## config.mk

```make
export PLATFORM = sky130hd
export DESIGN_NAME = mul_issuer
export DESIGN_NICKNAME = d
export VERILOG_FILES = /design/src/rtl/mul_pkg.sv /design/src/rtl/mul_watchdog.sv /design/src/rtl/mul_issuer.sv
export SDC_FILE = /design/constraint.sdc
export NUM_CORES = 1
export LEC_CHECK = 0
export BUFFER_PORTS_ARGS = -buffer_cell sky130_fd_sc_hd__buf_2
export CAP_MARGIN = 20
export CORE_ASPECT_RATIO = 0.9
export CORE_UTILIZATION = 42
export DETAILED_ROUTE_END_ITERATION = 10
export HOLD_SLACK_MARGIN = 0.05
export PLACE_DENSITY_LB_ADDON = 0.25
export SLEW_MARGIN = 20
export SYNTH_ARGS = -nofsm -noshare
export SYNTH_HDL_FRONTEND = slang
export SYNTH_SLANG_ARGS = --single-unit
```

## constraint.sdc

```tcl
create_clock -name clk -period 1.8 [get_ports clk]
set_input_delay 0.18 -clock clk [delete_from_list [all_inputs] [get_ports clk]]
set_output_delay 0.18 -clock clk [all_outputs]
set_load 0.005 [all_outputs]
```

## src/rtl/mul_pkg.sv

```systemverilog
// Shared definitions for the MUL issuer: FSM state encoding, operand/product widths, default watchdog limit.
package mul_pkg;

  localparam int OPND_W             = 32;
  localparam int RES_W              = 64;
  localparam int DEF_TIMEOUT_CYCLES = 128;

  typedef enum logic [1:0] {
    ST_IDLE  = 2'd0,
    ST_ISSUE = 2'd1,
    ST_CLEAR = 2'd2,
    ST_RESP  = 2'd3
  } state_e;

endpackage

```

## src/rtl/mul_watchdog.sv

```systemverilog
// Resettable up-counter whose terminal-count flag fires on the TIMEOUT_CYCLES-th enabled cycle after clr.
// Latency: tc is combinational from the count; clr wins over en; the count holds once tc is reached.
module mul_watchdog #(
  parameter int TIMEOUT_CYCLES = mul_pkg::DEF_TIMEOUT_CYCLES
) (
  input  logic clk,
  input  logic reset_n,
  input  logic clr,
  input  logic en,
  output logic tc
);

  localparam int CW = $clog2(TIMEOUT_CYCLES + 1);

  logic [CW-1:0] cnt;

  assign tc = (cnt == CW'(TIMEOUT_CYCLES - 1));

  always_ff @(posedge clk or negedge reset_n) begin
    if (!reset_n) begin
      cnt <= '0;
    end else if (clr) begin
      cnt <= '0;
    end else if (en && !tc) begin
      cnt <= cnt + CW'(1);
    end
  end

endmodule

```

## src/rtl/mul_issuer.sv

```systemverilog
// Drives one MUL op per accepted operand pair; op_start from the cycle after accept, response two cycles after op_done.
// Backpressure: req_ready only in IDLE, so a stalled response blocks new requests; abort in ISSUE drops the op silently.
module mul_issuer
  import mul_pkg::*;
#(
  parameter int TIMEOUT_CYCLES = DEF_TIMEOUT_CYCLES,
  parameter int CNT_W          = 16
) (
  input  logic              clk,
  input  logic              reset_n,
  input  logic              req_valid,
  output logic              req_ready,
  input  logic [OPND_W-1:0] req_multiplier,
  input  logic [OPND_W-1:0] req_multiplicand,
  output logic              rsp_valid,
  input  logic              rsp_ready,
  output logic [RES_W-1:0]  rsp_result,
  output logic              rsp_err,
  input  logic              abort,
  output logic [OPND_W-1:0] multiplier,
  output logic [OPND_W-1:0] multiplicand,
  output logic              op_start,
  output logic              op_clear,
  input  logic              op_done,
  input  logic [RES_W-1:0]  result,
  output logic              busy,
  output logic [CNT_W-1:0]  op_count
);

  state_e state_q, state_d;
  logic   drop;
  logic   accept, ev_abort, ev_done, ev_to;
  logic   wd_tc;

  assign req_ready = (state_q == ST_IDLE);
  assign busy      = (state_q != ST_IDLE);

  mul_watchdog #(
    .TIMEOUT_CYCLES(TIMEOUT_CYCLES)
  ) u_wd (
    .clk    (clk),
    .reset_n(reset_n),
    .clr    (accept),
    .en     (state_q == ST_ISSUE),
    .tc     (wd_tc)
  );

  always_ff @(posedge clk or negedge reset_n) begin
    if (!reset_n) begin
      state_q <= ST_IDLE;
    end else begin
      state_q <= state_d;
    end
  end

  // ISSUE exit priority: abort, then op_done, then watchdog expiry.
  always_comb begin
    state_d  = state_q;
    accept   = 1'b0;
    ev_abort = 1'b0;
    ev_done  = 1'b0;
    ev_to    = 1'b0;
    case (state_q)
      ST_IDLE: begin
        if (req_valid) begin
          accept  = 1'b1;
          state_d = ST_ISSUE;
        end
      end
      ST_ISSUE: begin
        if (abort) begin
          ev_abort = 1'b1;
          state_d  = ST_CLEAR;
        end else if (op_done) begin
          ev_done = 1'b1;
          state_d = ST_CLEAR;
        end else if (wd_tc) begin
          ev_to   = 1'b1;
          state_d = ST_CLEAR;
        end
      end
      ST_CLEAR: state_d = drop ? ST_IDLE : ST_RESP;
      ST_RESP: begin
        if (rsp_ready) state_d = ST_IDLE;
      end
      default: state_d = ST_IDLE;
    endcase
  end

  always_ff @(posedge clk or negedge reset_n) begin
    if (!reset_n) begin
      multiplier   <= '0;
      multiplicand <= '0;
      op_start     <= 1'b0;
      op_clear     <= 1'b0;
      drop         <= 1'b0;
      rsp_valid    <= 1'b0;
      rsp_result   <= '0;
      rsp_err      <= 1'b0;
      op_count     <= '0;
    end else begin
      op_clear <= ev_abort | ev_done | ev_to;
      if (accept) begin
        multiplier   <= req_multiplier;
        multiplicand <= req_multiplicand;
        op_start     <= 1'b1;
        drop         <= 1'b0;
      end
      if (ev_abort | ev_done | ev_to) op_start <= 1'b0;
      if (ev_abort) drop <= 1'b1;
      if (ev_done) begin
        rsp_result <= result;
        rsp_err    <= 1'b0;
      end
      if (ev_to) begin
        rsp_result <= '0;
        rsp_err    <= 1'b1;
      end
      if (state_q == ST_CLEAR) begin
        rsp_valid <= !drop;
        if (!drop && !rsp_err) op_count <= op_count + CNT_W'(1);
      end
      if (state_q == ST_RESP && rsp_ready) rsp_valid <= 1'b0;
    end
  end

endmodule

```

Word level (Yosys, flattened, before mapping):

Cells that the tools add are included.

* register bits: 159
* input bits: 134

* bitwise operators: 2
* reductions and logical operators: 15
* eq/ne operators: 7
* $add $sub $neg: 2
* muxes and demuxes: 30

Operators with widths (count)
* $mux W64: 2
* $mux W1: 19
* $add A16 B1 Y16 const B: 1
* $mux W8: 2
* $mux W2: 6
* $reduce_bool A2 Y1: 6
* $add A8 B1 Y8 const B: 1
* $eq A8 B7 Y1 const B: 1
* $pmux W2 S4: 1
* $eq A2 B2 Y1 const B: 2
* $ne A2 B2 Y1 const B: 2
* $ne A4 B4 Y1 const B: 1
* $logic_and A1 B1 Y1: 3
* $logic_not A1 Y1: 3
* $reduce_and A3 Y1: 1
* $eq A2 B1 Y1 const B: 1
* $logic_not A2 Y1: 1
* $or A1 B1 Y1: 2
* $reduce_and A2 Y1: 1

Logic depth before layout (Yosys ltp):

* depth after elaboration: 7
* mapped depth: 8
* mapped depth without buffers: 5

Modules after synthesis:

Synthesis repeated with hierarchy kept, for this count alone.

* cells, all modules: 422
* area, all modules: 6145.9 sq um

Modules (own cells, without submodules)
* mul_issuer: seq. area each 3778.6 sq um, cells each 376, area an instance 5686.7 sq um, instances 1
* mul_watchdog: seq. area each 200.2 sq um, cells each 46, area an instance 459.2 sq um, instances 1

Least setup slack after synthesis:

No wires, ideal clock.

* path kind: register to register
* from: reg state_q[0]
* to: reg op_count[10]
* path buffers: 2
* cell stages (with the launch flop): 7
* clock period less this slack: 1.866 ns
* library setup time: 0.124 ns
* required time: 1.676 ns
* arrival: 1.742 ns
* setup slack: -0.066 ns
* cell sequence: dfrtp_1 -> buf_6 -> or4b_1 -> buf_6 -> nor4_4 -> nand3_1 -> xnor2_1

* word-level cells in the longest chain between the ends: 2

Ends and longest elaborated chain
* start, declared: line mul_issuer.sv:30 `state_e state_q, state_d;`
* start signal, assigned: line mul_issuer.sv:52 `state_q <= state_d;`
* $eq A2 B2 Y1: line mul_issuer.sv:119 `if (state_q == ST_CLEAR) begin`
* $reduce_and A2 Y1 (no line)
* end signal, assigned: line mul_issuer.sv:121 `if (!drop && !rsp_err) op_count <= op_count + CNT_W'(1);`
* end, declared: line mul_issuer.sv:27 `output logic [CNT_W-1:0] op_count`

No other way between the ends.
A chain may end at the register's enable or synchronous reset.

Final worst setup path:

* from: reg state_q[0]
* to: reg rsp_result[14]

* word-level cells in the longest chain between the ends: 3
* elaborated cells on any way between the ends: 5
* classes of those cells: 1 x eq/ne; 3 x mux; 1 x reduce/logical

Ends and longest elaborated chain
* $eq A2 B1 Y1 (*): line mul_issuer.sv:63 `case (state_q)`
* $mux W1: line mul_issuer.sv:63
* $mux W64 or $reduce_bool A2 Y1 (tied branches)
* end signal, assigned: line mul_issuer.sv:112 `rsp_result <= result;`
* end, declared: line mul_issuer.sv:17 `output logic [RES_W-1:0] rsp_result,`

Every way passes the cells marked *; elsewhere a longest branch is shown, timed or not.

==> flow_summary.yaml <==
critical_path:
  critPathRequiredTime_ns: 2.10
  rr_endpoint: "rsp_result[14]$_DFFE_PN0P_"
  cp_max_fo: 65
  r2r_start: "state_q[0]$_DFFE_PN0P_"
  crit_start: "state_q[0]$_DFFE_PN0P_"
  worstSetupPathType: "reg2reg"
  reg2regPathDepth: 6
  end_kind: "flip-flop"
  crit_arrival_ns: 1.99
  worst-r2r-setup-slack_ns: 0.10
  crit_path_start_kind: "flip-flop"
clock_tree:
  cts.reportedPaths.clkPinSlew_ns: 0.06
  clock_sinks: 159
  root_buffer: "clkbuf_16"
  post_cts_buffers: 0
  cts_buffers: 17
  clockBufferDepth: 2
  cts_tree: "built"
  clk_latency_ns: 0.42
  htree_num_levels: 4
power:
  clkPwrFrac_pct: 26.3
  cellPowerDensity_nw_per_um2: 1570
  switching_share_pct: 29.7
  comb_power_share_pct: 33.5
  seq_power_share_pct: 40.2
  p_leak_uw: 0.00495
  ir_drop_mv: 0.938
  p_sw_uw: 4560
  cell_internal_pwr_uw: 10800
sta:
  setup_slack_ns: 0.104
  fmax_mhz: 590
  hold_viol: 0
  fin_tns_setup_ns: 0
  finClkSkew_ns: 0.0116
  setup_violations: 0
  rsz0062_at_grt: "false"
  slew_headroom_pct: 70.0
  fin_crit_ns: 1.70
  period_share_pct: 94.2
  slew_violations: 0
  worst_slew_pin_slew_ns: 0.451
die:
  die_area_sq_um: 14900
  row_count: 41
  fp.dieH_um: 116
  dieWidth_um: 129
  coreArea_sq_um: 14100
  ios: 284
  start_util_pct: 43.2
min_path:
  whs_path_depth: 3
  hold_path_class: "in2reg"
  min-delay-start: "op_done"
  hold_end: "op_clear$_DFF_PN0_"
drt:
  met1_length_mm: 6.99
  ant_nets: 0
  route.met2.wl_mm: 9.24
  wl_per_cell_um: 16.6
  num_vias: 5251
  drtPass1Iterations: 4
  top_layer_used: "met4"
  routed_via_density: 5.00
  wl_met3_um: 925
  drt-initial-drc-count: 215
  drc: 0
  routed_wl_mm: 17.5
place:
  portBuffers: 283
  hpwl_mm: 10.6
  placed_cell_area_sq_um: 7810
  gp_congestion: 0.791
  pre_cts_ws_ns: 0.0769
finish:
  num-fill-cells: 1010
  regArea_sq_um: 3980
  fin_area_sq_um: 9770
  antenna-diode-count: 0
  fin_nets: 981
  multi_input_area_sq_um: 1990
  drive_gt1_share_pct: 46.6
  syn_to_final_growth_pct: 61.0
synth:
  yosysTopAreaCell: "dfrtp_1"
  synth_seq_cells: 159
  syn_inst: 423
  synth_nets: 559
  ys_warn_count: 0
  synth_area_sq_um: 6070
  synth.avg_cell_area_sq_um: 14.4
  synth_area_leaders: "dfrtp_1, mux2_2, a22o_1, xnor2_1, nand2_1"
  netlist.area_leader.share_pct: 65.5
  ys_seq_area_share_pct: 65.5
  synth_cell_type_count: 35
job:
  drv_cap: 0
global_routing:
  grt_first_pass_wirelength_mm: 26.7
  grt_max_degree: 66
  grt_antenna_before_repair: 0
  globalRouteOverflowTotal: 0
  grt_pass1_vias: 5473
  grt_usage_pct: 23.4
run_status:
  status: "finished clean"
[sequential cells by signal, indices dropped and copies added, names as in the netlist]
register and cells:
u_wd.cnt 8, rsp_valid 1, multiplier 32, multiplicand 32, rsp_err 1, state_q 2
op_start 1, drop 1, op_clear 1, rsp_result 64, op_count 16
[synthesized netlist by cell type]
cell type	count
nor4b_1	1
buf_6	2
a22o_1	64
and4_1	1
o41ai_1	1
or4_1	2
o2bb2ai_1	1
xor2_1	5
dfrtp_1	159
o21ai_0	5
mux2i_1	3
xnor2_1	11
nand2_1	20
nand2b_1	2
clkbuf_1	11
mux2_2	64
nor3_2	1
nor2b_1	2
and3_1	1
o21ai_1	1
ha_1	2
o211ai_1	2
o31ai_1	3
nand4_1	3
nand3_1	9
inv_1	4
nor3_1	5
a21oi_1	5
or4b_1	1
nand3b_1	1
a22oi_1	1
nor2_1	16
and2_1	1
buf_2	11
nor4_4	2
[logic make-up after synthesis]
kind of cell             count (synthesis)  synth area share, %
buffers and inverters                   28                 2.21
flip-flops                             159                 65.5
AO/OA/AOI/OAI                           83                 11.2
XOR/XNOR                                16                 2.31
multiplexers                            67                 12.4
adder cells (fa/ha/maj)                  2                0.412
AND/OR/NAND/NOR                         68                 6.00
[metal layers]
layer  global-route usage, %  vias to the layer above
met1                    27.2                     2653
met4                    8.47                        0
met3                    6.09                       26
li1                        -                     2380
met2                    41.8                      192
met5                       0                        -
[power groups by stage]
| stage | registers (uW) | logic [uW] | clock network (uW) |
|---|---|---|---|
| after detailed placement | 6090 | 4880 | 0 |
| after floorplan | 6220 | 2270 | 0 |
| after global routing | 6350 | 5590 | 4250 |
| final | 6170 | 5140 | 4030 |
| after global placement | 6060 | 4750 | 0 |
| after CTS | 6110 | 5060 | 4100 |
[worst max-delay path by stage]
| stage | end | slack [ns] | cells past startpoint |
|---|---|---|---|
| after detailed placement | rsp_result[60]$_DFFE_PN0P_ | 0.08 | 6 |
| after CTS | op_count[11]$_DFFE_PN0P_ | 0.07 | 4 |
| after global routing | u_wd.cnt[7]$_DFFE_PN0P_ | 0.02 | 5 |
| after floorplan | op_count[10]$_DFFE_PN0P_ | 0.07 | 6 |
| after global placement | op_count[11]$_DFFE_PN0P_ | 0.12 | 4 |
| final | rsp_result[14]$_DFFE_PN0P_ | 0.10 | 6 |
[critical path: stages (launching register included)]
cell and delay [ns]:
dfrtp_1 0.37, buf_4 0.17, nand2b_1 0.23, nor2_4 0.08, and2_2 0.21, buf_12 0.19
a22o_1 0.29
[stage by stage]
step	cells	hold WS (ns)	utilization (%)	power [uW]
final	1050	0.115	69.5	15300
after global routing	1050	0.129	69.5	16200
after CTS	1050	0.0929	69.4	15300
after detailed placement	890	0.141	55.5	11000
after global placement	890	0.138	55.5	10800
after floorplan	423	-0.116	-	8490
[cells in the final DEF, fill, tap and decap left out, types with 3 or more instances in the layout]
cell type / Yosys / final
buf_2: 11 / 282
clkinv_2: 0 / 3
buf_12: 0 / 5
nand3_1: 9 / 9
nor2_1: 16 / 15
o31ai_1: 3 / 3
a21oi_1: 5 / 5
bufinv_16: 0 / 6
buf_4: 0 / 10
nor3_1: 5 / 5
inv_1: 4 / 4
mux2i_1: 3 / 3
dfrtp_1: 159 / 159
nand2_1: 20 / 19
mux2_2: 64 / 64
nand4_1: 3 / 3
clkbuf_16: 0 / 17
a22o_1: 64 / 64
o21ai_0: 5 / 5
xor2_1: 5 / 5
dlygate4sd3_1: 0 / 129
xnor2_1: 11 / 11
[what timing repair did]
action                                 4_1_cts  5_1_grt
hold buffers                               129        0
resized for setup                            0        4
endpoints found under the hold margin      172        0
setup endpoints to repair                    0       67
[cell type report]
cell class	instances	area share, %
multi-input combinational	236	20.4
clock buffer	20	4.57
sequential	159	40.7
clock inverter	11	2.16
tap	193	2.47
timing repair buffer	427	29.6
inverter	4	0.154
Power figures use the tool's default switching activity.
